<file path="src/rtl/gcm_ctr_gen_256.sv">
// Counter-block generator for the two-lane AES-256 core in the GCM datapath.
// Issues {J0,0} then inc32 counter pairs, and tags each keystream word on its return.
//
// state | meaning
// IDLE  | waiting for start; aes_vld low
// HDR   | header word {J0, 0} on aes_din
// DATA  | a data counter pair on aes_din
// DRAIN | issue finished; waiting for the last-tagged word to leave the core
module gcm_ctr_gen_256 #(
   parameter int          AES_LAT  = 28,
   parameter int          NW_W     = 16,
   parameter logic [31:0] CNT_INIT = 32'd2
) (
   input  logic            clk,
   input  logic            reset,
   input  logic            cen,
   input  logic            start,
   input  logic [95:0]     iv,
   input  logic [NW_W-1:0] nwords,
   output logic [255:0]    aes_din,
   output logic            aes_vld,
   output logic            busy,
   output logic            ks_vld,
   output logic            ks_hdr,
   output logic            ks_last,
   output logic            done
);

   typedef enum logic [1:0] {IDLE, HDR, DATA, DRAIN} stateT;

   stateT             state;
   logic [95:0]       ivReg;
   logic [NW_W-1:0]   remWords;
   logic [31:0]       cnt;
   logic              hdrTag;
   logic              lastTag;
   logic [AES_LAT-1:0] dlyVld;
   logic [AES_LAT-1:0] dlyHdr;
   logic [AES_LAT-1:0] dlyLast;

   assign ks_vld  = dlyVld[AES_LAT-1];
   assign ks_hdr  = dlyHdr[AES_LAT-1];
   assign ks_last = dlyLast[AES_LAT-1];

   always_ff @(posedge clk or posedge reset) begin
      if (reset) begin
         state    <= IDLE;
         ivReg    <= '0;
         remWords <= '0;
         cnt      <= '0;
         aes_din  <= '0;
         aes_vld  <= 1'b0;
         hdrTag   <= 1'b0;
         lastTag  <= 1'b0;
         busy     <= 1'b0;
         done     <= 1'b0;
         dlyVld   <= '0;
         dlyHdr   <= '0;
         dlyLast  <= '0;
      end else if (cen) begin
         // Tags follow the word currently on aes_din, so they emerge AES_LAT cycles after issue.
         dlyVld  <= {dlyVld[AES_LAT-2:0], aes_vld};
         dlyHdr  <= {dlyHdr[AES_LAT-2:0], hdrTag};
         dlyLast <= {dlyLast[AES_LAT-2:0], lastTag};
         done    <= dlyVld[AES_LAT-2] & dlyLast[AES_LAT-2];
         case (state)
            IDLE: begin
               if (start) begin
                  ivReg    <= iv;
                  remWords <= nwords;
                  cnt      <= CNT_INIT;
                  aes_din  <= {iv, 32'd1, 128'h0};
                  aes_vld  <= 1'b1;
                  hdrTag   <= 1'b1;
                  lastTag  <= (nwords == '0);
                  busy     <= 1'b1;
                  state    <= HDR;
               end
            end
            HDR, DATA: begin
               hdrTag <= 1'b0;
               if (remWords != '0) begin
                  aes_din  <= {ivReg, cnt, ivReg, cnt + 32'd1};
                  aes_vld  <= 1'b1;
                  lastTag  <= (remWords == NW_W'(1));
                  remWords <= remWords - NW_W'(1);
                  cnt      <= cnt + 32'd2;
                  state    <= DATA;
               end else begin
                  aes_vld <= 1'b0;
                  lastTag <= 1'b0;
                  state   <= DRAIN;
               end
            end
            DRAIN: begin
               if (ks_vld & ks_last) begin
                  busy  <= 1'b0;
                  state <= IDLE;
               end
            end
            default: state <= IDLE;
         endcase
      end
   end

endmodule

</file>
<file path="config.mk">
export PLATFORM = sky130hd
export DESIGN_NAME = gcm_ctr_gen_256
export DESIGN_NICKNAME = d
export VERILOG_FILES = /design/src/rtl/gcm_ctr_gen_256.sv
export SDC_FILE = /design/constraint.sdc
export NUM_CORES = 1
export LEC_CHECK = 0
export BUFFER_PORTS_ARGS = -buffer_cell sky130_fd_sc_hd__buf_2
export CORE_MARGIN = 5
export CORE_UTILIZATION = 57
export CTS_BUF_LIST = sky130_fd_sc_hd__clkbuf_4 sky130_fd_sc_hd__clkbuf_8
export DETAILED_ROUTE_END_ITERATION = 10
export PLACE_DENSITY = 0.81
export SLEW_MARGIN = 10
export SYNTH_ARGS = -nofsm -noshare
export SYNTH_HDL_FRONTEND = slang
export SYNTH_SLANG_ARGS = --single-unit
</file>
<file path="constraint.sdc">
create_clock -name clk -period 18 [get_ports clk]
set_input_delay 1.8 -clock clk [delete_from_list [all_inputs] [get_ports clk]]
set_output_delay 1.8 -clock clk [all_outputs]
set_load 0.1 [all_outputs]
</file>
After elaboration in Yosys (flattened, before gate mapping)
Cells that the tools add are included.

Mux-type cells: 22. Add/sub/neg operators: 3. Bitwise operators: 2. Reduce and logical (&&, ||, !) cells: 11. Eq/ne operators: 7.

Operator list (number): 256-bit 2-to-1 mux (2); 256-bit case mux with 2 select lines (1); 32-bit 2-to-1 mux (2); 32-bit case mux with 2 select lines (1); 32-bit by 1-bit adder with 32-bit output (second input constant) (1); 32-bit by 2-bit adder with 32-bit output (second input constant) (1); 16-bit 2-to-1 mux (2); 16-bit case mux with 2 select lines (1); 16-bit by 1-bit equality test with 1-bit output (second input constant) (1); 16-bit logical NOT (1); 16-bit nonzero test (1); 16-bit by 1-bit subtractor with 16-bit output (second input constant) (1); 3-bit AND reduction (3); 1-bit case mux with 2 select lines (4); 4-bit AND reduction (2); 1-bit 2-to-1 mux (6); 2-bit inequality test (second input constant) (3); 2-bit case mux with 3 select lines (1); 2-bit equality test (second input constant) (2); 2-bit 2-to-1 mux (2); 2-bit nonzero test (2); 1-bit AND (2); 2-bit by 1-bit equality test with 1-bit output (second input constant) (1); 2-bit logical NOT (1); 2-bit OR reduction (1).

Bits in registers: 491.

Longest topological paths before layout
Depth after elaboration: 4. Mapped depth: 11. Mapped depth without buffers: 7.

Worst setup path after synthesis
Ideal clock, no wire load.

Kind: input to register. Start point: in start. End point: reg aes_din[100]. Data arrival time: 3.134 ns. Stages: 8. Buffers on the path: 3. Path slack: 14.744 ns. Cell sequence: mux2_2 nand2_1 a21oi_2 and2_1 buf_2 buf_2 buf_2 a22o_1.

Word-level cells in the longest chain between the ends: 2.

RTL lines: from (decl) (line 17) `input logic start,`; 2-bit inequality test (no source line); 4-bit AND reduction (no source line); to (signal assigned) (line 72) `aes_din <= {iv, 32'd1, 128'h0};`; to (signal assigned) (line 83) `aes_din <= {ivReg, cnt, ivReg, cnt + 32'd1};`; to (decl) (line 20) `output logic [255:0] aes_din,`.

Every way passes these cells. A chain may end at the register's enable or synchronous reset.

Worst setup path in the final report
Start point: in cen. End point: reg cnt[11].

Word-level cells in the longest chain between the ends: 1.

RTL lines: from (decl) (line 16) `input logic cen,`; 4-bit AND reduction (no source line); to (signal assigned) (line 87) `cnt <= cnt + 32'd2;`; to (decl) (line 34) `logic [31:0] cnt;`.

Every way passes these cells.

==> summary.md <==
| Metric | Value |
|---|---|
| CTS resizes | 0 |
| Count of cell types in the netlist | 52 |
| # IOs | 378 |
| Psw | 2.41 mW |
| Synth-to-Final Area Change | 18.6% |
| CP endpoint kind | flip-flop |
| Flops & latches, synth | 489 |
| Max FO, Critical Path | 95 |
| Initial antenna violation count | 8 |
| DRC | 0 |
| Post-route ant nets | 0 |
| Row count | 67 |
| Synthesized area | 19300 sq um |
| Hold crit path type | reg2reg |
| Post-route design area | 22900 sq um |
| Synth top area cells | dfrtp_1 (63%), nand2_1 (8.4%), a22o_1 (5.4%) |
| Core area | between 30000 and 40000 sq um |
| All-Layer GR Usage | 25.6% |
| Placed wire-length estimate | 31500 um |
| Hold Buf Count CTS | 0 |
| WL final | between 40000 and 50000 um |
| Slew headroom | between 10% and 20% |
| GRT Residual Overflow | 0 |
| Hold WS | 0.460 ns |
| Largest net degree at the start of global routing | 194 |
| Flop pwr share | approximately a third |
| Die span in x | between 150 and 200 um |
| Routability cong. | 0.846 |
| Tcrit/Tclk final | 28.3% |
| Final nets | roughly 2200 |
| Synth Instances | approximately 1700 |
| Cell Int Power | ~2.4 mW |
| VDD IR max | 0.155 mV |
| Clock buffer depth | 3 |
| Starting DRT DRC Count | 1108 |
| Synth area leader | dfrtp_1 |
| Worst-path clk slew | 0.06 ns |
| Mapped Nets | 1810 |
| Critical path startpoint category | input port |
| Setup TNS | 0 ns |
| Clock Skew | 0.0236 ns |
| CTS tree | done |
| Ys Warns | 0 |
| # H-tree levels | 3 |
| Max Cap Violations | 0 |
| Worst-Skew Late Latency | 0.59 ns |
| Commonest cells post-synth | dfrtp_1 (489), nand2_1 (433), a22o_1 (120) |
| Yosys top cell area share | a little over three fifths |
| Setup Fix Bufs, Post-CTS | 0 |
| Most used DFF post-synth | dfrtp_1 |
| Worst Max-Slew Pin Slew | roughly 1.2 ns |
| WP data required | 18.50 ns |
| Endpoints failing hold | 0 |
| Syn Area/Cell | 11.4 sq um |
| Most common cell in the synthesized netlist | dfrtp_1 |
| Fraction of layout cells with a size suffix above 1 | 29.9% |
| Logic pwr share | around 45% |
| Crit path time final | roughly 5.1 ns |
| Effective utilization at floorplan | 57.7% |
| Die height | 194 um |
| Number of vias per cell | 5.79 |
| Number of CTS-inserted buffers | just under 80 |
| 1st-pass router iterations | 5 |
| Vias | 14700 |
| Die area | 37700 sq um |
| Sequential area share after synthesis | 63.3% |
| P_leak | 12.1 nW |
| Clock share of power | 19.9% |
| Post-DP Area | roughly 21000 sq um |
| Internal reg-to-reg setup slack | 13.14 ns |
| Setup CP Type | in2reg |
| Async set-reset flop share out of synthesis | 100% |
| Final setup violation count | 0 |
| Clock Sinks | 489 |
| Vias in the first global route | ~15000 |
| Switch share | ~50% |
| Root buffer cell | clkbuf_8 |
| Achievable frequency | 196 MHz |
| PortBufs | 377 |
| First-pass GRT wire length | approximately 80000 um |
| Status | completed |
| Critical path data arrival time | 5.61 ns |
| Pwr per Cell Area | ~210 nW/um^2 |
| EDFF count, synth | 0 |
| Slew Viols, Final | 0 |
| RSZ-0062 raised after global routing | false |
| Routed WL per cell | 19.2 um |
## per-stage QoR
step                setup WS [ns]  utilization, %  cells  power (mW)
global placement            12.48            63.6   2406        3.80
finish                      12.90            68.4   2543        4.82
CTS                         12.99            68.4   2539        4.84
global route                12.61            68.4   2543        5.05
detailed placement          12.38            63.6   2406        3.87
floorplan                    2.55               -   1689        3.47
## critical path, stage by stage
cell     delay (ns)
buf_4          0.80
and2_0         0.82
o21ai_4        0.49
buf_4          0.47
buf_4          0.42
or4_1          0.57
a21oi_1        0.16
## area by class of cell
class	count	area [sq um]
diodes	4	10.0
clock buffers	119	1460
clock inverters	14	128
fillers	2456	10600
inverters	13	56.3
multi-input cells	1068	6500
flip-flops and latches	489	12200
well taps	448	561
repair buffers	388	1980
## placed cells by master (no fill, tap or decap), types with 28 or more instances in the layout
cell        n
dfrtp_1   489
nand2_1   433
buf_2     376
a22o_1    120
clkbuf_8   91
nor2_1     90
mux2_2     85
a221o_1    60
nand3_1    56
o211ai_1   42
clkbuf_4   28
## logic make-up (layout without fill, tap and decap cells)
logic type,Yosys count,in the layout,synth area share [%]
and+or+nand+nor,649,649,14.0
adders and majority gates,5,5,0.324
buffers and inverters,132,534,3.41
AOI/OAI and AO/OA,308,308,13.0
other,0,4,0
xor gates and xnor gates,13,13,0.589
muxes,93,93,5.36
DFF,489,489,63.3
## power by group through the flow
stage | combinational, mW | sequential [mW] | clock (mW)
2_1_floorplan | 0.790 | 2.68 | 0
3_3_place_gp | 2.14 | 1.66 | 0
3_5_place_dp | 2.19 | 1.68 | 0
4_1_cts | 2.19 | 1.67 | 0.979
5_1_grt | 2.31 | 1.71 | 1.03
6_report | 2.19 | 1.67 | 0.957
## sequential cells by signal, indices dropped and copies added (netlist names)
name / flops
aes_din: 255
ivReg: 96
cnt: 31
dlyHdr: 28
dlyLast: 28
dlyVld: 28
remWords: 16
state: 2
aes_vld: 1
busy: 1
done: 1
hdrTag: 1
lastTag: 1
## routing by layer
| layer | share of wire [%] | up-vias | wire length [um] | track usage, % |
|---|---|---|---|---|
| met1 | 42 | 7358 | 20400 | 33.9 |
| met5 | 0.12 | - | 61 | 0 |
| li1 | - | 6648 | - | - |
| met3 | 7.5 | 126 | 3660 | 6.52 |
| met2 | 47 | 581 | 23100 | 40.9 |
| met4 | 3.6 | 8 | 1750 | 10.5 |
## worst paths after layout
| kind | from | to | cells past startpoint |
|---|---|---|---|
| worst max-delay path | cen | cnt[11] | 7 |
| worst min-delay path | aes_din[66] | aes_din[66] | 2 |
| worst max register to register | state[0] | cnt[12] | 8 |
| worst min register to register | aes_din[66] | aes_din[66] | 2 |
| max in group asynchronous | reset | aes_din[210] | 4 |
| min in group asynchronous | reset | aes_din[181] | 2 |
Note: power is estimated with default switching activity, not from simulation.
